[config.mk]
export PLATFORM = sky130hd
export DESIGN_NAME = scan_priority_encoder
export DESIGN_NICKNAME = d
export VERILOG_FILES = /design/src/rtl/scan_priority_encoder.sv
export SDC_FILE = /design/constraint.sdc
export NUM_CORES = 1
export LEC_CHECK = 0
export CORE_MARGIN = 2
export CORE_UTILIZATION = 42
export CTS_CLUSTER_DIAMETER = 200
export DETAILED_ROUTE_END_ITERATION = 8
export GPL_TIMING_DRIVEN = 0
export PLACE_DENSITY = 0.85
export SLEW_MARGIN = 20
export SYNTH_ARGS = -nofsm -noshare
export SYNTH_HDL_FRONTEND = slang
export SYNTH_SLANG_ARGS = --single-unit
[constraint.sdc]
create_clock -name clk -period 1.77 [get_ports clk]
set_input_delay 0.354 -clock clk [delete_from_list [all_inputs] [get_ports clk]]
set_output_delay 0.354 -clock clk [all_outputs]
set_load 0.005 [all_outputs]
[src/rtl/scan_priority_encoder.sv]
// Sequential priority encoder: streams the index of every set bit of an accepted request vector.
// Optional build macro SCAN_MSB_FIRST_EN scans from the highest set bit down.
module scan_priority_encoder #(
  parameter int unsigned N    = 8,
  parameter int unsigned IDXW = 3
) (
  input  logic            clk,
  input  logic            rst_n,
  input  logic            in_valid,
  output logic            in_ready,
  input  logic [N-1:0]    in_vec,
  output logic            out_valid,
  input  logic            out_ready,
  output logic [IDXW-1:0] out_idx,
  output logic            out_last,
  output logic            out_zero,
  output logic            busy
);

  typedef enum logic [0:0] {StIdle, StScan} state_e;

  localparam logic [N-1:0] One = {{(N-1){1'b0}}, 1'b1};

  state_e          state_q, state_d;
  logic [N-1:0]    pend_q, pend_d;

  logic            scan;
  logic [IDXW-1:0] idx_raw;
  logic [N-1:0]    sel_mask;
  logic [N-1:0]    pend_clr;
  logic            last_raw;
  logic            zero_raw;
  logic            accept;
  logic            beat;

  assign scan = (state_q == StScan);

  // Select the bit this beat reports; the final assignment in the loop wins.
  always_comb begin
    idx_raw = '0;
`ifdef SCAN_MSB_FIRST_EN
    for (int i = 0; i < int'(N); i++) begin
      if (pend_q[i]) idx_raw = IDXW'(i);
    end
`else
    for (int i = int'(N) - 1; i >= 0; i--) begin
      if (pend_q[i]) idx_raw = IDXW'(i);
    end
`endif
  end

  assign sel_mask = One << idx_raw;
  assign pend_clr = pend_q & ~sel_mask;
  // At most one bit set means this is the final beat.
  assign last_raw = ((pend_q & (pend_q - One)) == '0);
  assign zero_raw = (pend_q == '0);

  assign out_valid = scan;
  assign out_idx   = scan ? idx_raw : '0;
  assign out_last  = scan & last_raw;
  assign out_zero  = scan & zero_raw;
  assign busy      = scan;

  assign beat     = out_valid & out_ready;
  assign in_ready = ~scan | (beat & last_raw);
  assign accept   = in_valid & in_ready;

  always_comb begin
    state_d = state_q;
    pend_d  = pend_q;
    unique case (state_q)
      StIdle: begin
        if (accept) begin
          pend_d  = in_vec;
          state_d = StScan;
        end
      end
      StScan: begin
        if (beat) begin
          if (last_raw) begin
            if (accept) begin
              pend_d = in_vec;
            end else begin
              pend_d  = '0;
              state_d = StIdle;
            end
          end else begin
            pend_d = pend_clr;
          end
        end
      end
      default: begin
        state_d = StIdle;
        pend_d  = '0;
      end
    endcase
  end

  always_ff @(posedge clk or negedge rst_n) begin
    if (!rst_n) begin
      state_q <= StIdle;
      pend_q  <= '0;
    end else begin
      state_q <= state_d;
      pend_q  <= pend_d;
    end
  end

endmodule

Word-level counts from Yosys, hierarchy flattened
Cells that the tools add are included.
{"block": "word_totals", "out_inout_bits": 8, "in_bits": 12, "register_bits": 9, "word_cells": 37}
{"block": "classes", "eq_ne": 2, "n_shift": 1, "n_bitwise": 10, "reduce_logical": 3, "n_mux": 18, "addsub": 1}
{"op": "two-way mux 8 bit", "n": 4}
{"op": "two-way mux 3 bit", "n": 9}
{"op": "AND 8 bit", "n": 2}
{"op": "zero test 8 bit", "n": 2}
{"op": "case mux 8 bit (2 select lines)", "n": 1}
{"op": "inverter 8 bit", "n": 1}
{"op": "left shift 1 x 3 -> 8 bit (first input constant)", "n": 1}
{"op": "subtractor 8 x 1 -> 8 bit (second input constant)", "n": 1}
{"op": "AND 1 bit", "n": 5}
{"op": "two-way mux 1 bit", "n": 3}
{"op": "inequality test 2 x 1 -> 1 bit (second input constant)", "n": 1}
{"op": "inequality test 2 bit (second input constant)", "n": 1}
{"op": "case mux 1 bit (2 select lines)", "n": 1}
{"op": "AND reduction 2 bit", "n": 1}
{"op": "inverter 1 bit", "n": 1}
{"op": "OR 1 bit", "n": 1}

Depth between registers and ports, before layout
{"block": "depth", "ltp_word": 14, "ltp_mapped": 6, "mapped_depth_nobuf": 5}

Worst setup path before layout
Ideal clock, no wire load.
{"block": "synth_timing", "kind": "register to output", "from": "reg pend_q[3]", "to": "out in_ready", "stages_incl_launch_ff": 5, "n_path_buf": 0, "slack_ns": 0.046, "t_arrival_ns": 1.370, "t_required_ns": 1.416, "path_cell_list": "dfrtp_1 -> nor4_4 -> a31oi_2 -> nor4_2 -> nand2b_2"}
{"block": "synth_via", "elab_chain_cells": 5}
{"element": "start, declared", "line": "25", "text": "logic [N-1:0] pend_q, pend_d;"}
{"element": "start signal, assigned", "line": "105", "text": "pend_q <= pend_d;"}
{"element": "subtractor 8 x 1 -> 8 bit", "line": "55", "text": "assign last_raw = ((pend_q & (pend_q - One)) == '0);"}
{"element": "AND 8 bit *", "line": "55"}
{"element": "zero test 8 bit *", "line": "55"}
{"element": "AND 1 bit *", "line": "65", "text": "assign in_ready = ~scan | (beat & last_raw);"}
{"element": "OR 1 bit *", "line": "65"}
{"element": "end, declared", "line": "10", "text": "output logic in_ready,"}
Mark *: on every way between the ends. The rest lies on a longest branch, timed or not.

Worst setup path after layout
{"block": "layout_timing", "from": "reg pend_q[4]", "to": "out in_ready"}
Same word-level chain as after synthesis.

==> impl_metrics.yaml <==
yosys:
  synth_cell_types: 34
  synth-edff-count: 0
  synth.avg_cell_area_um2: 7.91
  synth.net_count: 108
  syn-instance-count: 96
  ys_ff_latch: 9
  synth_ff_type: "dfrtp_1"
  seq_area_frac_synth: 0.297
  ys_warn_count: 0
  synthArstFlopShare: 1.00
  syn_area_um2: 759
pwr:
  power.total_mw: 2.45
  p_per_area_nw_per_um2: 1930
  power_leakage_nw: 0.541
  irDropWorstVdd_uv: 1090
floorplanning:
  dieHeight_um: 46.5
  row_count: 15
  core-area_um2: 1710
  pin_count: 20
  start_util: 0.445
  die_x_um: 46.5
  dieArea_um2: 2160
timing:
  fmax_mhz: 449
  fin_crit_ns: 2.23
  period_share: 1.26
  report.final.slew_viol_count: 0
  hold_viol: 0
  setup_viol: 7
  max_slew_margin: 0.688
  fin_ws_ns: -0.457
  worst_pin_slew_ns: 0.467
  finClkSkew_ns: 0.00333
  rsz0062_at_grt: "yes"
clocking:
  clk_pin_slew_ns: 0.07
  hold_buffers: 0
  cts_sinks: 9
  cts_buffer_depth: 2
  clkLatencyLatePin_ns: 0.27
  cts_root_buf: "clkbuf_4"
  cts_tree: "built"
  numCtsBuffers: 3
  cts_htree_levels: 1
run:
  drv_cap: 0
global_route:
  first_global_vias: 875
  grt_use_total: 0.273
  antenna_found_initial: 0
  grt_pass1_wl_mm: 4.02
  grt_max_degree: 11
  grt-ovfl-total: 0
setup_path:
  cpLargestDelayFamily: "simple AND/OR/NAND/NOR gates"
  end_kind: "output port"
  path_max_fanout: 5
  cp.depth: 7
  reg2regPathDepth: 8
  critical_path.slowest_cell: "dfrtp_1"
  worst-path-buf-inv: 3
  cp.arrival_ns: 1.87
  crit_chain: "buf_4 -> buf_6 -> nor2_4 -> a31oi_4 -> nor4_4 -> nand2b_4 -> buf_6"
  cp_slowest_stage_delay_ns: 0.42
  required_ns: 1.42
  crit_type: "reg -> out"
  startpoint_type: "flop"
  cp_common_cell: "buf_6"
layout:
  nNetsFinal: 151
  postLayoutCoreUtil: 0.744
  drive_gt1_frac: 0.464
  syn_to_final_growth_pct: 67.4
  antennaDiodeCount: 0
  stdcell_count: 163
placement:
  gp_congestion: 0.838
  dp_hpwl_mm: 1.50
  dp.cells: 140
  io_buffers: 19
detailed_routing:
  drt_iter0_drc: 47
  wirelength_mm: 2.91
  vias_per_cell: 5.99
  drc: 0
  drtAntennaViolNets: 0
  drtPass1Iterations: 4
  avgRoutedWirePerCell_um: 17.9
  route.vias.total: 976
worst_hold_path:
  hp-class: "in -> async"
outcome:
  status: "finished with violations"
  violations: "setup timing"
-- layout make-up --
class	instances	area, um^2
plain buffers	5	41.3
clock buffers	4	26.3
fillers	123	437
inverters	4	15.0
multi-input cells	76	581
flip-flops and latches	9	231
well taps	25	31.3
repair buffers	40	345
-- state kept, by name (all words and copies together), names as in the netlist --
signal / flops
busy: 1
pend_q: 8
-- cells by family (layout without fill, tap and decap cells) --
logic type | count (synthesis) | after routing | share of synthesized area
adders and majority gates | 1 | 1 | 0.0132
DFF | 9 | 9 | 0.297
AOI/OAI and AO/OA | 35 | 35 | 0.295
buffers and inverters | 11 | 53 | 0.0939
and+or+nand+nor | 40 | 40 | 0.302
-- worst reg2reg max path, stage by stage, from the launching register on --
cell     delay [ns]
dfrtp_1        0.42
buf_4          0.17
buf_6          0.12
nor2_4         0.20
a31oi_4        0.16
nor4_4         0.26
buf_4          0.18
o21ai_4        0.07
o22ai_1        0.17
-- cells in the final DEF, fill, tap and decap left out, types with 2 or more instances in the layout --
master	synthesis	layout
a21oi_1	10	8
a21oi_2	0	2
a31oi_1	5	5
buf_2	0	4
buf_4	4	20
buf_6	2	7
clkbuf_4	0	4
clkdlybuf4s50_1	0	13
dfrtp_1	9	4
dfrtp_2	0	5
inv_1	4	4
nand2_1	14	12
nand2_4	0	2
nand2b_1	7	7
nand3_1	2	2
nor2_2	0	3
nor2_4	0	2
nor4_4	1	2
o21a_1	2	2
o21ai_1	1	4
o21ai_2	0	3
o31ai_1	2	2
-- path summary, 6_finish.rpt --
check                                       from  slack [ns]                    end
setup / recovery           pend_q[4]$_DFFE_PN0P_       -0.46               in_ready
hold / removal                             rst_n        0.40  pend_q[6]$_DFFE_PN0P_
setup reg to reg           pend_q[4]$_DFFE_PN0P_       -0.07  pend_q[6]$_DFFE_PN0P_
hold reg to reg            pend_q[7]$_DFFE_PN0P_        0.65  pend_q[7]$_DFFE_PN0P_
max in group asynchronous                  rst_n        1.03  pend_q[7]$_DFFE_PN0P_
min in group clk           pend_q[7]$_DFFE_PN0P_        0.65  pend_q[7]$_DFFE_PN0P_
-- through the flow --
step                      worst slack [ns]  instance area (um^2)  TNS (ns)  hold WS, ns
after global placement              -0.628                   981     -1.89        0.572
final                               -0.457                  1270     -1.36        0.396
after floorplan                     0.0463                   759         0       0.0584
after detailed placement            -0.688                   981     -2.24        0.601
after CTS                           -0.476                  1200     -1.41        0.399
after global routing                -0.513                  1270     -1.93        0.426
-- where the power goes --
part | internal, mW | switching, mW | total (mW)
sequential | 0.290 | 0.143 | 0.433
clock | 0.0874 | 0.0883 | 0.176
combinational | 0.983 | 0.858 | 1.84
total | 1.36 | 1.09 | 2.45
-- per-layer routing --
metal | wire (um) | global-route usage | up-vias
met5 | 0 | 0 | -
met4 | 125 | 0.211 | 0
met3 | 215 | 0.0667 | 18
met2 | 1480 | 0.436 | 70
met1 | 1090 | 0.308 | 457
li1 | - | - | 431
-- synthesized netlist by cell type (all sizes together) (2+ instances only) --
master  number  area (um^2)
nand3        2         10.0
o31ai        2         15.0
nand2       14         52.6
nand2b       8         52.6
nor3         2         10.0
o21a         2         15.0
o311a        2         21.3
nor2         5         18.8
buf          6         52.6
nor4         2         33.8
a21oi       10         50.1
inv          4         15.0
o21ai        9         45.0
dfrtp        9          225
a31oi        6         43.8
-- what timing repair did --
action	4_1_cts	5_1_grt
pin swaps	14	12
gates resized for setup	55	18
setup endpoints to repair	11	14
endpoints found under the hold margin	0	0
buffers inserted	17	6
Note: power is estimated with default switching activity, not from simulation.
